===== config.mk =====
export PLATFORM = sky130hd
export DESIGN_NAME = imem_loader_flat
export DESIGN_NICKNAME = d
export VERILOG_FILES = /design/src/rtl/imem_loader_pkg.sv /design/src/rtl/imem_loader_if.sv /design/src/rtl/imem_loader_byte_assembler.sv /design/src/rtl/imem_loader.sv /design/src/flat_wrapper.sv
export SDC_FILE = /design/constraint.sdc
export NUM_CORES = 1
export LEC_CHECK = 0
export BUFFER_PORTS_ARGS = -buffer_cell sky130_fd_sc_hd__buf_2
export CAP_MARGIN = 15
export CORE_MARGIN = 4
export CORE_UTILIZATION = 50
export DETAILED_ROUTE_END_ITERATION = 6
export MAX_ROUTING_LAYER = met4
export PLACE_DENSITY = 0.74
export SLEW_MARGIN = 20
export SYNTH_ARGS = -nofsm -noshare
export SYNTH_HDL_FRONTEND = slang
export SYNTH_HIERARCHICAL = 1
export SYNTH_SLANG_ARGS = --single-unit
export TNS_END_PERCENT = 1

===== constraint.sdc =====
create_clock -name clk -period 3.8 [get_ports clk]
set_clock_uncertainty 0.1 [all_clocks]
set_input_delay 0.19 -clock clk [delete_from_list [all_inputs] [get_ports clk]]
set_output_delay 0.19 -clock clk [all_outputs]
set_load 0.03 [all_outputs]

===== src/rtl/imem_loader_pkg.sv =====
// Shared types and constants for the instruction-memory loader.
// Holds the state encoding, default geometry and the count-byte decoding rule.
package imem_loader_pkg;

  localparam int DEF_DEPTH      = 64;
  localparam int DEF_ADDR_W     = 6;
  localparam int DEF_DATA_W     = 32;
  localparam int BYTES_PER_WORD = DEF_DATA_W / 8;

  typedef enum logic [2:0] {
    IDLE,
    LOAD,
    CHECK,
    DONE,
    ERROR
  } state_t;

  // A count byte of zero stands for a full memory image.
  function automatic int unsigned word_count(input logic [7:0] n, input int unsigned depth);
    return (n == 8'd0) ? depth : 32'(n);
  endfunction

endpackage


===== src/rtl/imem_loader_if.sv =====
// Byte-stream input and instruction-memory write port of the loader.
// master = host/memory side, slave = loader side.
interface imem_loader_if #(
  parameter int ADDR_W = 6,
  parameter int DATA_W = 32
);

  logic [7:0]        in_data;
  logic              in_valid;
  logic              in_ready;
  logic              wr_en;
  logic [ADDR_W-1:0] wr_addr;
  logic [DATA_W-1:0] wr_data;

  modport master (
    output in_data, in_valid,
    input  in_ready, wr_en, wr_addr, wr_data
  );

  modport slave (
    input  in_data, in_valid,
    output in_ready, wr_en, wr_addr, wr_data
  );

endinterface


===== src/rtl/imem_loader_byte_assembler.sv =====
// Packs accepted bytes, most-significant first, into DATA_W-bit words and
// pulses word_valid for one cycle after the last byte of each word.
module byte_assembler #(
  parameter int DATA_W = 32
) (
  input  logic              clk,
  input  logic              reset,
  input  logic              clr,
  input  logic              byte_en,
  input  logic [7:0]        byte_in,
  output logic              word_last,
  output logic              word_valid,
  output logic [DATA_W-1:0] word
);

  localparam int BPW   = DATA_W / 8;
  localparam int CNT_W = (BPW > 1) ? $clog2(BPW) : 1;

  logic [CNT_W-1:0] byte_cnt;

  // High while the byte currently offered would complete a word.
  assign word_last = (byte_cnt == CNT_W'(BPW - 1));

  // NOTE: sequential state uses non-blocking assignments so every register
  // samples pre-edge values regardless of statement order.
  always_ff @(posedge clk) begin
    if (reset || clr) begin
      byte_cnt   <= '0;
      word       <= '0;
      word_valid <= 1'b0;
    end else begin
      word_valid <= 1'b0;
      if (byte_en) begin
        word <= (word << 8) | DATA_W'(byte_in);
        if (word_last) begin
          byte_cnt   <= '0;
          word_valid <= 1'b1;
        end else begin
          byte_cnt <= byte_cnt + CNT_W'(1);
        end
      end
    end
  end

endmodule


===== src/rtl/imem_loader.sv =====
// Loads the instruction memory from a byte stream while holding the core in reset.
// Optional trailing XOR checksum byte enabled by `define IMEM_LOADER_CHECKSUM_EN.
module imem_loader
  import imem_loader_pkg::*;
#(
  parameter int DEPTH  = DEF_DEPTH,
  parameter int ADDR_W = DEF_ADDR_W,
  parameter int DATA_W = DEF_DATA_W
) (
  input  logic          clk,
  input  logic          reset,
  imem_loader_if.slave  bus,
  input  logic          start,
  output logic          cpu_reset,
  output logic          done,
  output logic          error
);

  localparam int CW = ADDR_W + 1;

  state_t            state, state_nxt;
  logic              fire;
  logic              load_byte;
  logic              word_last;
  logic              word_valid;
  logic              last_word;
  logic [DATA_W-1:0] word;
  logic [CW-1:0]     n_words;
  logic [CW-1:0]     words_seen;
  logic [ADDR_W-1:0] addr_q;
`ifdef IMEM_LOADER_CHECKSUM_EN
  logic [7:0]        csum;
`endif

  assign bus.in_ready = !reset && (state == IDLE || state == LOAD || state == CHECK);
  assign fire         = bus.in_valid && bus.in_ready;
  assign load_byte    = fire && (state == LOAD);
  assign last_word    = (words_seen == n_words - CW'(1));

  assign done      = !reset && (state == DONE);
  assign error     = !reset && (state == ERROR);
  assign cpu_reset = !done;

  // The write strobe follows the assembler pulse; the address was captured
  // on the same edge that completed the word.
  assign bus.wr_en   = word_valid && !reset;
  assign bus.wr_addr = addr_q;
  assign bus.wr_data = word;

  byte_assembler #(.DATA_W(DATA_W)) u_asm (
    .clk        (clk),
    .reset      (reset),
    .clr        (state == IDLE),
    .byte_en    (load_byte),
    .byte_in    (bus.in_data),
    .word_last  (word_last),
    .word_valid (word_valid),
    .word       (word)
  );

  always_ff @(posedge clk) begin
    if (reset) state <= IDLE;
    else       state <= state_nxt;
  end

  // NOTE: state_nxt is given its default before the case so that no path
  // leaves it unassigned and no latch is inferred.
  always_comb begin
    state_nxt = state;
    unique case (state)
      IDLE: begin
        if (bus.in_valid) state_nxt = (32'(bus.in_data) > DEPTH) ? ERROR : LOAD;
      end
      LOAD: begin
        if (bus.in_valid && word_last && last_word) begin
`ifdef IMEM_LOADER_CHECKSUM_EN
          state_nxt = CHECK;
`else
          state_nxt = DONE;
`endif
        end
      end
`ifdef IMEM_LOADER_CHECKSUM_EN
      CHECK: begin
        if (bus.in_valid) state_nxt = (bus.in_data == csum) ? DONE : ERROR;
      end
`endif
      DONE:    if (start) state_nxt = IDLE;
      ERROR:   if (start) state_nxt = IDLE;
      default: state_nxt = IDLE;
    endcase
  end

  always_ff @(posedge clk) begin
    if (reset) begin
      n_words    <= '0;
      words_seen <= '0;
      addr_q     <= '0;
`ifdef IMEM_LOADER_CHECKSUM_EN
      csum       <= '0;
`endif
    end else begin
      if (state == IDLE) begin
        words_seen <= '0;
`ifdef IMEM_LOADER_CHECKSUM_EN
        csum       <= '0;
`endif
        if (fire) n_words <= CW'(word_count(bus.in_data, DEPTH));
      end
      if (load_byte) begin
`ifdef IMEM_LOADER_CHECKSUM_EN
        csum <= csum ^ bus.in_data;
`endif
        if (word_last) begin
          words_seen <= words_seen + CW'(1);
          addr_q     <= words_seen[ADDR_W-1:0];
        end
      end
    end
  end

endmodule


===== src/flat_wrapper.sv =====
// flat-port wrapper written by rule: the top's interface ports become plain ports
module imem_loader_flat import imem_loader_pkg::*;
#(
  parameter int DEPTH  = DEF_DEPTH,
  parameter int ADDR_W = DEF_ADDR_W,
  parameter int DATA_W = DEF_DATA_W
)
  (clk, reset, start, cpu_reset, done, error, bus_in_data, bus_in_valid, bus_in_ready, bus_wr_en, bus_wr_addr, bus_wr_data);
  imem_loader_if #(.ADDR_W(ADDR_W), .DATA_W(DATA_W)) bus_i ();
  input  logic clk;
  input  logic reset;
  input  logic start;
  output logic cpu_reset;
  output logic done;
  output logic error;
  input wire logic [$bits(bus_i.in_data)-1:0] bus_in_data;
  input wire logic [$bits(bus_i.in_valid)-1:0] bus_in_valid;
  output wire logic [$bits(bus_i.in_ready)-1:0] bus_in_ready;
  output wire logic [$bits(bus_i.wr_en)-1:0] bus_wr_en;
  output wire logic [$bits(bus_i.wr_addr)-1:0] bus_wr_addr;
  output wire logic [$bits(bus_i.wr_data)-1:0] bus_wr_data;
  assign bus_i.in_data = bus_in_data;
  assign bus_i.in_valid = bus_in_valid;
  assign bus_in_ready = bus_i.in_ready;
  assign bus_wr_en = bus_i.wr_en;
  assign bus_wr_addr = bus_i.wr_addr;
  assign bus_wr_data = bus_i.wr_data;
  imem_loader #(.DEPTH(DEPTH), .ADDR_W(ADDR_W), .DATA_W(DATA_W)) u_core (.clk(clk), .reset(reset), .bus(bus_i), .start(start), .cpu_reset(cpu_reset), .done(done), .error(error));
endmodule

* After elaboration in Yosys (flattened, before gate mapping)
Cells that the tools add are included.
** Cells by class
- $add $sub $neg :: 3
- $lt $le $gt $ge :: 1
- Equality and inequality tests :: 9
- Mux-type cells :: 11
- Bitwise gates (word level) :: 2
- Reductions and logical operators :: 20
** Operator list (count)
- $or 32x8->32 :: 1
- $mux 7 :: 4
- $mux 3 :: 4
- $pmux 3 s3 :: 1
- $gt 8x7->1 const B :: 1
- $logic_and 1x1->1 :: 8
- $logic_not 8->1 :: 1
- $add 7x1->7 const B :: 1
- $eq 7x7->1 :: 1
- $sub 7x1->7 const B :: 1
- $eq 3x2->1 const B :: 2
- $ne 2x2->1 const B :: 2
- $reduce_and 2->1 :: 2
- $reduce_or 2->1 :: 2
- $eq 3x1->1 const B :: 1
- $eq 3x3->1 const B :: 1
- $logic_not 3->1 :: 1
- $logic_or 1x1->1 :: 3
- $reduce_and 3->1 :: 1
- $add 2x1->2 const B :: 1
- $eq 2x2->1 const B :: 1
- $logic_not 1->1 :: 2
- $mux 2 :: 1
- $ne 2x1->1 const B :: 1
- 2 further kinds :: 2
** Word-level totals
- Flip-flop bits (word level) :: 58
- Bits of input ports :: 12
- Output and inout port bits :: 43
- Word-level logic and storage cells :: 53

* Longest topological paths before layout
- Word-level depth :: 8
- Depth in mapped cells :: 8
- Gate-level depth less buffers :: 7

* Cells and area by module
Netlist, hierarchy kept.
** Modules (own cells, without submodules)
- imem_loader :: instances 1, cells an instance 168, area each 1305.0 µm², seq. area each 460.4 µm²
- byte_assembler :: instances 1, cells an instance 116, area each 1251.2 µm², seq. area each 700.7 µm²

* Least setup slack after synthesis
OpenSTA, ideal clock, no wires.
- Path type :: flip-flop to flip-flop
- Start point :: reg u_core.state[2]
- End point :: reg u_core.u_asm.word[22]
- Setup time :: 0.117 ns
- Data arrival time :: 1.576 ns
- Data required time :: 3.583 ns
- Path slack :: 2.007 ns
- Stages on the path, launching flop included :: 7
- Path buffers :: 2
- Clock period less this slack :: 1.793 ns
- Cell sequence :: dfxtp_1 or3b_4 nor3b_1 buf_4 buf_4 mux2i_1 nor2_1
** On the way
- Longest elaborated chain between the ends :: 6
- Elaborated cells on any way between the ends :: 9
- Those cells by class :: 2 x eq/ne; 7 x reduce/logical
** RTL lines
- start, declared :: line imem_loader.sv:21 : state_t state, state_nxt;
- start signal, assigned :: line imem_loader.sv:63 : else state <= state_nxt;
- $eq 3x1->1 / $logic_not 3->1 (equally long branches) :: line imem_loader.sv:35, imem_loader.sv:37
- $logic_or 1x1->1 (2 in series) :: line imem_loader.sv:35 : assign bus.in_ready = !reset && (state == IDLE || state == LOAD || state == CHECK);
- $logic_and 1x1->1 :: line imem_loader.sv:35
- $logic_and 1x1->1 :: line imem_loader.sv:36 : assign fire = bus.in_valid && bus.in_ready;
- $logic_and 1x1->1 * :: line imem_loader.sv:37 : assign load_byte = fire && (state == LOAD);
- net u_core.load_byte :: line imem_loader.sv:23 : logic load_byte;
- end signal, assigned :: line imem_loader_byte_assembler.sv:34 : word <= (word << 8) | DATA_W'(byte_in);
- end, declared :: line imem_loader_byte_assembler.sv:13 : output logic [DATA_W-1:0] word
Mark *: on every way through the listed nets, which the timed path passes. The rest lies on a longest branch.
A chain may end at the register's enable or synchronous reset.

* Worst setup path after layout
- Start point :: reg u_core.state[2]
- End point :: reg u_core.u_asm.byte_cnt[0]
** On the way
- Longest elaborated chain between the ends :: 6
- Elaborated cells on any way between the ends :: 9
- Those cells by class :: 2 x eq/ne; 7 x reduce/logical
** RTL lines
- $eq 3x1->1 / $logic_not 3->1 (equally long branches) :: line imem_loader.sv:35, imem_loader.sv:37
- $logic_or 1x1->1 (2 in series) :: line imem_loader.sv:35
- $logic_and 1x1->1 :: line imem_loader.sv:35
- $logic_and 1x1->1 :: line imem_loader.sv:36
- $logic_and 1x1->1 * :: line imem_loader.sv:37
- net u_core.load_byte :: line imem_loader.sv:23
- end signal, assigned :: line imem_loader_byte_assembler.sv:39 : byte_cnt <= byte_cnt + CNT_W'(1);
- end, declared :: line imem_loader_byte_assembler.sv:19 : logic [CNT_W-1:0] byte_cnt;
Marks and branches as above.

==> run_results.csv <==
group,metric,value,unit
cts,cts_buffers,9,
synthesis,synth.area.top_cells,"dfxtp_1 45%, mux2i_1 13%, nor2_1 7.5%, a21oi_1 3.9%, nand2_1 3.8%",
die,core.rowCount,25,
critical_path,critPathLaunchType,"flop",
placement,dp_hpwl,3780,µm
placement,port_buffers,54,
die,die_h,79.5,µm
job,max_cap_violations,0,
synthesis,yosysSeqAreaShare,45.4,%
min_path,hold_class,"input pin to flop",
synthesis,syn_nets,299,
final_layout,stdcell_area,3060,µm²
cts,clk_pin_slew_worst_paths,70,ps
route,firstDrtPassIters,4,
cts,cts.root.buffer_cell,"clkbuf_8",
synthesis,synth_top_area_share,45.4,%
critical_path,critPathCaptureType,"flop",
timing,max_slew_margin,56.7,%
die,initial_utilization,52.7,%
synthesis,ys_warn_count,6,
pwr,power,0.00135,W
placement,dp_cells,389,
timing,rsz0062_at_grt,"no",
grt,grt_pass1_wl,9370,µm
final_layout,n_antenna_cell,0,
final_layout,instances_no_fill,406,
critical_path,cp.required,3960,ps
route,drc,0,
cts,clockBufferDepth,2,
critical_path,arrival,2370,ps
route,routed_wl,5520,µm
cts,cts-resized-gates,0,
timing,max_freq,453,MHz
grt,grt_overflow,0,
synthesis,synth_top_area_cell,"dfxtp_1",
cts,htree_levels,3,
timing,post-route-period-util,58.0,%
final_layout,syn_to_final_growth,19.8,%
die,io_pins,55,
synthesis,synth.avg_cell_area,9.00,µm²
route,dr.first_iter.drc_count,111,
timing,report.final.hold_viol_count,0,
final_layout,utilization,63.1,%
outcome,status,"completed",
timing,fin_setup_tns,0,ps
cts,cts_tree,"done",
grt,first_global_vias,2078,
timing,tightest_slew,649,ps
critical_path,path_class,"flop to flop",
grt,grt_max_degree,37,
die,fp.coreArea,4850,µm²
die,dieArea,6320,µm²
die,die_x,79.5,µm
cts,cts_sinks,58,
route,viasPerCell,5.25,
synthesis,synth_seq_cells,58,
timing,final-max-slew-violation-count,0,
pwr,power_density,443,nW/µm²
timing,setup_violations,0,
synthesis,syn-cell-area,2560,µm²
synthesis,synth.distinct_cells,43,
final_layout,drive_above_1_share,23.0,%
timing,min_period,2210,ps
route,ant_nets,0,
cts,cts_setup_buffers,0,
placement,place.gp.congestion,0.878,
grt,grt_usage,19.4,%
critical_path,reg2reg_slack,1590,ps
pwr,cellLeakagePower,1.19,nW
route,wire_per_inst,13.6,µm
placement,placed_cell_area,2820,µm²
synthesis,synth_cells,284,
route,num_vias,2130,
critical_path,critPathMaxFanout,36,
grt,grt_antenna_before_repair,0,
cts,clock_latency,330,ps
final_layout,nets,349,
pwr,max-vdd-ir-drop,0.000279,V
==> worst paths after layout <==
kind	start	to	depth (start not counted)
hold reg to reg	u_core/bus.wr_addr[1]	u_core/bus.wr_addr[1]	2
setup / recovery	u_core/state[2]	u_core/u_asm/byte_cnt[0]	5
setup reg to reg	u_core/state[2]	u_core/u_asm/byte_cnt[0]	5
hold / removal	bus_in_data[5]	u_core/n_words[5]	3
==> metal layers <==
layer,share of wire [%],routed length (µm),track usage [%],up-vias
li1,-,-,-,1075
met5,0,0,-,-
met4,1.3,74,9.79,0
met3,5.0,274,4.29,6
met1,48,2660,23.6,996
met2,45,2510,30.2,53
==> critical path, stage by stage (launching register included) <==
cell and delay, ps:
dfxtp_1 380, or3b_4 460, nor3b_2 190, buf_4 480, or3b_1 400, a21oi_1 120
==> cells by family (layout without fill, tap and decap cells) <==
group	count (synthesis)	in the layout	synth area share, %
adder cells (fa/ha/maj)	3	3	1.47
flip-flops	58	58	45.4
AND/OR/NAND/NOR	115	115	21.1
XOR/XNOR	9	9	3.08
buffers and inverters	23	78	4.80
multiplexers	36	36	14.2
AO/OA/AOI/OAI	40	40	9.94
==> report_power, final <==
part	switching [W]	internal, W	leakage, nW
clock network	0.000236	0.000405	0.117
registers	0.00000949	0.000614	0.468
logic	0.0000559	0.0000340	0.604
==> per-stage QoR <==
stage          setup slack [ps]  hold WS (ps)
2_1_floorplan              2010           204
3_3_place_gp               1520           341
3_5_place_dp               1490           343
4_1_cts                    1570          14.8
5_1_grt                    1480          30.7
6_report                   1590          31.2
==> cell usage in the layout (no fill, tap or decap), types with 2 or more instances in the layout <==
| master | netlist | routed |
|---|---|---|
| o21ai_1 | 3 | 3 |
| or3_1 | 4 | 4 |
| nand3b_1 | 3 | 3 |
| a22oi_1 | 3 | 3 |
| nand3_1 | 3 | 3 |
| buf_2 | 5 | 54 |
| xnor2_1 | 6 | 6 |
| ha_1 | 3 | 3 |
| nor2_1 | 51 | 51 |
| nor4_1 | 2 | 2 |
| o21ai_0 | 4 | 4 |
| dfxtp_1 | 58 | 58 |
| a21oi_1 | 20 | 20 |
| nor2b_1 | 2 | 2 |
| and3_1 | 3 | 3 |
| mux2_1 | 2 | 2 |
| o21a_1 | 2 | 2 |
| mux2i_1 | 34 | 34 |
| inv_1 | 6 | 6 |
| nand2_1 | 26 | 26 |
| nand4_1 | 3 | 3 |
| clkbuf_8 | 0 | 11 |
| o22ai_1 | 2 | 2 |
| nor3_1 | 7 | 7 |
| bufinv_16 | 0 | 2 |
| xor2_1 | 3 | 3 |
==> layout make-up <==
type / count / area (µm²)
Multi-Input combinational cell: 203 / 1280
Fill cell: 413 / 1790
Timing Repair Buffer: 56 / 288
Clock buffer: 12 / 155
Inverter: 6 / 22.5
Sequential cell: 58 / 1160
Tap cell: 67 / 83.8
Clock inverter: 4 / 73.8
==> what timing repair did <==
| action | 4_1_cts | 5_1_grt |
|---|---|---|
| hold endpoints to repair | 1 | 0 |
| hold buffers | 1 | 0 |
| setup endpoints to repair | 0 | 0 |
==> synth_stat cells <==
master     number
dfxtp_1        58
nor2_1         51
mux2i_1        34
nand2_1        26
a21oi_1        20
nor3_1          7
clkbuf_1        6
inv_1           6
xnor2_1         6
buf_2           5
buf_4           4
o21ai_0         4
or3_1           4
a22oi_1         3
and3_1          3
ha_1            3
nand3_1         3
nand3b_1        3
nand4_1         3
o21ai_1         3
xor2_1          3
buf_6           2
mux2_1          2
nor2b_1         2
nor3b_1         2
nor4_1          2
o21a_1          2
o22ai_1         2
a2111oi_4       1
a211oi_1        1
a21boi_0        1
nand2b_1        1
nand4b_1        1
nor2_2          1
nor3_2          1
o2111ai_1       1
o311ai_1        1
o31a_1          1
or2_1           1
or2_4           1
or3b_1          1
or3b_2          1
or3b_4          1
==> sequential cells by signal (all words and copies together), names as in the netlist <==
| signal | flops |
|---|---|
| u_core/u_asm/word | 32 |
| u_core/u_asm/byte_cnt | 2 |
| u_core/words_seen | 7 |
| u_core/bus.wr_addr | 6 |
| u_core/n_words | 7 |
| u_core/state | 3 |
| u_core/u_asm/word_valid | 1 |
Note: power is estimated with default switching activity, not from simulation.
